**src/rtl/mul_rr_arbiter.sv**
```systemverilog
// Round-robin front end that shares one WIDTHxWIDTH unsigned multiplier among NREQ
// requesters, with valid/ready handshakes on both the request and response side.
module mul_rr_arbiter #(
    parameter int NREQ  = 4,
    parameter int WIDTH = 32,
    parameter int CNTW  = 16
) (
    input  logic                  clk,
    input  logic                  rst_n,
    input  logic [NREQ-1:0]       req_valid,
    output logic [NREQ-1:0]       req_ready,
    input  logic [NREQ*WIDTH-1:0] req_a,
    input  logic [NREQ*WIDTH-1:0] req_b,
    output logic [NREQ-1:0]       rsp_valid,
    input  logic [NREQ-1:0]       rsp_ready,
    output logic [2*WIDTH-1:0]    rsp_data,
    output logic                  busy,
    output logic [CNTW-1:0]       op_count
);

    localparam int IDXW = $clog2(NREQ);
    localparam int EXTW = IDXW + 1;
    localparam logic [EXTW-1:0] NREQ_EXT = EXTW'(NREQ);

    typedef enum logic [1:0] {
        IDLE = 2'd0,
        CALC = 2'd1,
        RESP = 2'd2
    } state_t;

    state_t           state, state_nxt;
    logic [IDXW-1:0]  rr_ptr;
    logic [IDXW-1:0]  grant_idx;
    logic [IDXW-1:0]  pick;
    logic [IDXW-1:0]  ptr_after;
    logic             found;
    logic             req_hs;
    logic             rsp_hs;
    logic [WIDTH-1:0] a_lat;
    logic [WIDTH-1:0] b_lat;

    function automatic logic [2*WIDTH-1:0] mul_full(input logic [WIDTH-1:0] a,
                                                    input logic [WIDTH-1:0] b);
        return {{WIDTH{1'b0}}, a} * {{WIDTH{1'b0}}, b};
    endfunction

    // First valid requester at or after rr_ptr, wrapping modulo NREQ.
    always_comb begin : arbitration
        logic [EXTW-1:0] cand;
        found = 1'b0;
        pick  = '0;
        cand  = '0;
        for (int k = 0; k < NREQ; k++) begin
            cand = {1'b0, rr_ptr} + EXTW'(k);
            if (cand >= NREQ_EXT) begin
                cand = cand - NREQ_EXT;
            end
            if (!found && req_valid[cand[IDXW-1:0]]) begin
                found = 1'b1;
                pick  = cand[IDXW-1:0];
            end
        end
    end

    always_comb begin
        state_nxt = state;
        req_ready = '0;
        rsp_valid = '0;
        req_hs    = 1'b0;
        rsp_hs    = 1'b0;
        case (state)
            IDLE: begin
                if (found) begin
                    req_ready[pick] = 1'b1;
                    req_hs          = 1'b1;
                    state_nxt       = CALC;
                end
            end
            CALC: state_nxt = RESP;
            RESP: begin
                rsp_valid[grant_idx] = 1'b1;
                if (rsp_ready[grant_idx]) begin
                    rsp_hs    = 1'b1;
                    state_nxt = IDLE;
                end
            end
            default: state_nxt = IDLE;
        endcase
    end

    assign busy      = (state != IDLE);
    assign ptr_after = (grant_idx == IDXW'(NREQ - 1)) ? '0 : grant_idx + IDXW'(1);

    always_ff @(posedge clk or negedge rst_n) begin
        if (!rst_n) begin
            state     <= IDLE;
            rr_ptr    <= '0;
            grant_idx <= '0;
            a_lat     <= '0;
            b_lat     <= '0;
            rsp_data  <= '0;
            op_count  <= '0;
        end else begin
            state <= state_nxt;
            if (req_hs) begin
                grant_idx <= pick;
                a_lat     <= req_a[int'(pick)*WIDTH +: WIDTH];
                b_lat     <= req_b[int'(pick)*WIDTH +: WIDTH];
            end
            if (state == CALC) begin
                rsp_data <= mul_full(a_lat, b_lat);
            end
            // The pointer only moves on completion, so the finisher drops to lowest priority.
            if (rsp_hs) begin
                op_count <= op_count + CNTW'(1);
                rr_ptr   <= ptr_after;
            end
        end
    end

endmodule

```
**config.mk**
```make
export PLATFORM = sky130hd
export DESIGN_NAME = mul_rr_arbiter
export DESIGN_NICKNAME = d
export VERILOG_FILES = /design/src/rtl/mul_rr_arbiter.sv
export SDC_FILE = /design/constraint.sdc
export NUM_CORES = 2
export LEC_CHECK = 0
export ABC_AREA = 1
export CAP_MARGIN = 0
export CORE_MARGIN = 5
export CORE_UTILIZATION = 45
export CTS_CLUSTER_DIAMETER = 150
export CTS_CLUSTER_SIZE = 20
export DETAILED_ROUTE_END_ITERATION = 7
export SKIP_CTS_REPAIR_TIMING = 1
export SLEW_MARGIN = 20
export SYNTH_ARGS = -nofsm -noshare
export SYNTH_HDL_FRONTEND = slang
export SYNTH_SLANG_ARGS = --single-unit
```
**constraint.sdc**
```tcl
create_clock -name clk -period 7.5 [get_ports clk]
set_input_delay 1.125 -clock clk [delete_from_list [all_inputs] [get_ports clk]]
set_output_delay 1.125 -clock clk [all_outputs]
set_load 0.005 [all_outputs]
```
# Yosys cells after proc, flatten, opt, wreduce, memory -nomap -nowiden
# Cells that the tools add are included.
# word_totals
ff_bits	150
latchBits	0
ramBits	0
rom_bits	0
inputBits	266
word_cells	84
mem_count	0
# classes
add_sub_neg	9
multipliers	1
div_mod_pow	0
n_lt_le_gt_ge	12
n_eq_ne	5
n_shift	2
mux	37
n_bitwise	0
n_reduce_logical	11
# op_table
cell	n
$shiftx A128 B8 Y32	2
$mul A32 B32 Y64	1
$mux W2	11
$lt A2 B3 Y1 const B	6
$add A16 B1 Y16 const B	1
$mux W1	15
$mux W4	3
$bmux W1 S2	5
$ge A3 B3 Y1 const B	3
$sub A2 B1 Y2 const B	4
$add A2 B2 Y3 const B	2
$pmux W2 S3	1
$logic_and A1 B1 Y1	5
$demux W1 S2	2
$eq A2 B2 Y1 const B	2
$ge A2 B1 Y1 const B	2
$ne A2 B2 Y1 const B	2
$add A2 B1 Y3 const B	1
$ge A2 B3 Y1 const B	1
$logic_not A1 Y1	3
$add A2 B1 Y2 const B	1
$eq A2 B1 Y1 const B	1
$logic_not A2 Y1	1
$reduce_and A2 Y1	1
$reduce_bool A2 Y1	1

# Logic depth before layout (Yosys ltp)
# logic_depth
word_depth	20
depth_mapped	32
mapped_depth_nobuf	30

# Least setup slack after synthesis
# Ideal clock, no wire load.
# synth_path
kind	flip-flop to flip-flop
startpoint	reg a_lat[27]
endpoint	reg rsp_data[63]
t_arrival_ns	6.372
required_time_ns	7.382
path_slack_ns	1.010
stages_incl_launch_ff	29
cell_sequence	dfrtp_1 -> clkbuf_1 -> clkbuf_1 -> nand2_1 -> fa_1 -> inv_1 -> fa_1 -> inv_1 -> fa_1 -> inv_1 -> fa_1 -> inv_1 -> fa_1 -> fa_1 -> fa_1 -> fa_1 -> inv_1 -> ha_1 -> nand2_1 -> nor2_1 -> inv_1 -> nor3_1 -> nand2_1 -> nor2_1 -> nand2_1 -> nand2_1 -> nand2_1 -> nand3_1 -> nand2_1
# synth_via
elab_chain_len	1
# synth_lines
item	line	source
start: declaration	39	logic [WIDTH-1:0] a_lat;
start signal: assignment	107	a_lat <= req_a[int'(pick)*WIDTH +: WIDTH];
$mul A32 B32 Y64	44	return {{WIDTH{1'b0}}, a} * {{WIDTH{1'b0}}, b};
end signal: assignment	111	rsp_data <= mul_full(a_lat, b_lat);
end: declaration	16	output logic [2*WIDTH-1:0] rsp_data,
# No other way between the ends.
# A chain may end at the register's enable or synchronous reset.

# Worst setup path after layout
# layout_path
startpoint	reg b_lat[2]
endpoint	reg rsp_data[26]
# layout_via
elab_chain_len	1
# layout_lines
item	line	source
start: declaration	40	logic [WIDTH-1:0] b_lat;
start signal: assignment	108	b_lat <= req_b[int'(pick)*WIDTH +: WIDTH];
$mul A32 B32 Y64	44	
# No other way between the ends.

==> results_dict.tcl <==
set metrics [dict create \
    status "finished, final reports clean" \
    die-area_um2 105100 \
    r2r-end "rsp_data[26]" \
    port_buffers 354 \
    setup_slack_ps 243.0 \
    worst_hold_path.endpoint "rsp_data[1]" \
    grt_pass1_wl_um 226000 \
    slew_headroom_pct 27.22 \
    hpwl_um 119700 \
    period_minus_slack_ps 7257 \
    grt_max_degree 84 \
    synth-xor-area-share_pct 0.7691 \
    drt_iter0_markers 2940 \
    r2r_slack_ps 240 \
    maxCapViolCount 0 \
    placed_area_um2 49710 \
    cts_tree "yes" \
    critPathCaptureType "flip-flop" \
    grt_util_all_layers_pct 27.76 \
    grt_overflow 0 \
    avgSynthCellArea_um2 7.213 \
    final-hold-violation-count 0 \
    reg2reg_from "b_lat[2]" \
    synth_cell_type_count 39 \
    cp.required_ps 7840 \
    rsz0062_at_grt "false" \
    yosys.area_share.simple_pct 23.42 \
    clk_pin_slew_ps 80 \
    via_count 37880 \
    yosys.area.top_type "fa_1" \
    worstHoldStart "rsp_data[1]" \
    numCtsBuffers 17 \
    syn_to_final_growth_pct 13.58 \
    postLayoutCellArea_um2 50440 \
    rows 115 \
    cp_max_fo 11 \
    period_share_pct 96.76 \
    syn-num-nets 7587 \
    cts.sinks 150 \
    worstPathArrival_ps 7600 \
    post-synth-top-area-fraction_pct 40.39 \
    critPathKind "reg -> reg" \
    finClkSkew_ps 26.24 \
    fmax_ghz 0.1378 \
    synth_top_family_by_area "adder cells" \
    core_um2 98130 \
    htreeDepth 4 \
    dp_slack_ps -107.2 \
    worst_pin_slew_ps 1092 \
    synth_edf_count 0 \
    ant_nets 0 \
    fin_nets 7807 \
    multiInputGateArea_um2 32690 \
    seq_area_um2 3796 \
    tns_ps 0 \
    finalSetupViolCount 0 \
    fillCellCount 9756 \
    ys.flop_type "dfrtp_1" \
    cts-root-buf "clkbuf_16" \
    antenna_found_initial 0 \
    met1_usage_pct 39.32 \
    grt_pass1_vias 39840 \
    ys_seq_area_share_pct 8.452 \
    final_layout_size_suffix_gt1_share_pct 4.460 \
    synthAdderAreaFrac_pct 47.94 \
    reg2regPathDepth 22 \
    hold_depth 2 \
    drt_first_pass_iters 7 \
    io_pins 355 \
    busiest_layer "met2" \
    start_kind "flip-flop" \
    post-route-drc-count 0 \
    cts_max_path_buffers 2 \
    syn_area_um2 44410 \
    initial_utilization_pct 45.26 \
    hp-class "reg -> reg" \
    routed_wirelength_um 140000 \
    synth_compound_area_share_pct 1.327 \
    synth_warnings 0 \
    async_flop_share_pct 100.0 \
    globalRouteMet3Util_pct 5.166 \
    ys_top_cells_by_area "fa_1 (40%), nand2_1 (17%), inv_1 (15%), dfrtp_1 (8.5%), ha_1 (7.6%)" \
    routed_via_density 4.935 \
    insertion_delay_ps 510 \
    wire_per_inst_um 18.23 \
    slew_viol_final 0 \
    syn_inst 6157 \
    die_h_um 324.2 \
    antennaDiodeCount 0 \
    synthMuxAreaShare_pct 0.02536 \
    die_x_um 324.2 \
    ys_seq_elements 150 \
    grt_use_met2_pct 44.67 \
    globalplace.congestion 0.9278 \
]
==> worst max-delay path by stage <==
stage	end	from
2_1_floorplan	rsp_data[63]	a_lat[27]
5_1_grt	rsp_data[46]	a_lat[10]
4_1_cts	rsp_data[44]	b_lat[8]
3_3_place_gp	rsp_data[44]	b_lat[7]
6_report	rsp_data[26]	b_lat[2]
3_5_place_dp	rsp_data[44]	b_lat[7]
==> state kept, by name (all words and copies together) (netlist names) <==
register	flops
rsp_data	64
a_lat	32
b_lat	32
op_count	16
grant_idx	2
rr_ptr	2
state	2
==> layout by cell type (no fill, tap or decap), types with 14 or more instances in the layout <==
cell type           n
xnor2_1            25
o21bai_1           14
inv_1            1752
dfrtp_1           126
clkbuf_16          17
ha_1              268
clkdlybuf4s50_1   353
nand3_1           338
o21ai_0            37
buf_4             168
nand2_1          2059
nand4_1            27
a21oi_1            53
fa_1              896
nor2_1            113
dfrtp_2            19
==> final cells by class <==
class	count	area share [%]
tap	1287	3.192
clock buffer	18	0.8706
inverter	1759	13.10
timing repair buffer	538	10.11
clock inverter	14	0.4043
multi-input combinational	3911	64.80
sequential	150	7.526
==> layer usage <==
metal  wire [µm]  vias up  share of wire [%]
li1            -    17680                  -
met3       10650      186                7.6
met5           0        -                  0
met2       64390     1303                 46
met1       61340    18720                 44
met4        3578        0                2.6
==> cells by family after synthesis <==
logic type / after synthesis
AO/OA/AOI/OAI: 109
adder cells (fa/ha/maj): 1164
XOR/XNOR: 39
buffers and inverters: 2096
multiplexers: 1
AND/OR/NAND/NOR: 2598
flip-flops: 150
==> synthesized netlist by cell type (2+ instances only) <==
| master | instances |
|---|---|
| clkbuf_1 | 276 |
| nor2_4 | 3 |
| nand4_1 | 27 |
| buf_4 | 14 |
| inv_4 | 2 |
| nor3_1 | 12 |
| o21bai_1 | 14 |
| nand2_1 | 2061 |
| o21ai_0 | 37 |
| buf_1 | 3 |
| nor2_2 | 2 |
| nand3_2 | 3 |
| nor2_1 | 119 |
| nand3b_1 | 9 |
| inv_2 | 5 |
| inv_1 | 1752 |
| buf_2 | 37 |
| dfrtp_1 | 150 |
| fa_1 | 896 |
| nand2_2 | 6 |
| or2_2 | 10 |
| xor2_1 | 13 |
| xnor2_1 | 26 |
| a21oi_1 | 53 |
| nand3_1 | 340 |
| buf_6 | 7 |
| ha_1 | 268 |
==> critical path, stage by stage, from the launching register on <==
cell and delay [ps]:
dfrtp_1 580, buf_4 300, nand2_1 80, inv_1 70, fa_1 530, inv_1 50
fa_1 490, fa_1 460, fa_1 550, inv_1 50, fa_1 470, fa_1 600
fa_1 460, fa_1 550, ha_1 410, nand2_1 170, nor2_1 90, buf_4 140
a21oi_1 300, buf_4 180, nand3_1 190, xnor2_1 290, o21ai_0 110
==> per-stage QoR <==
stage          utilization [%]  hold slack (ps)  instances
6_report                 51.40            480.6       7677
5_1_grt                  51.40            507.4       7677
4_1_cts                  51.31            476.4       7676
3_5_place_dp             50.66            464.7       7644
3_3_place_gp             50.66            466.1       7644
2_1_floorplan                -            468.2       6157
Power is left out: the tool's default activity adds up to more than one toggle a clock period on the data nets, which glitch-free logic cannot reach.
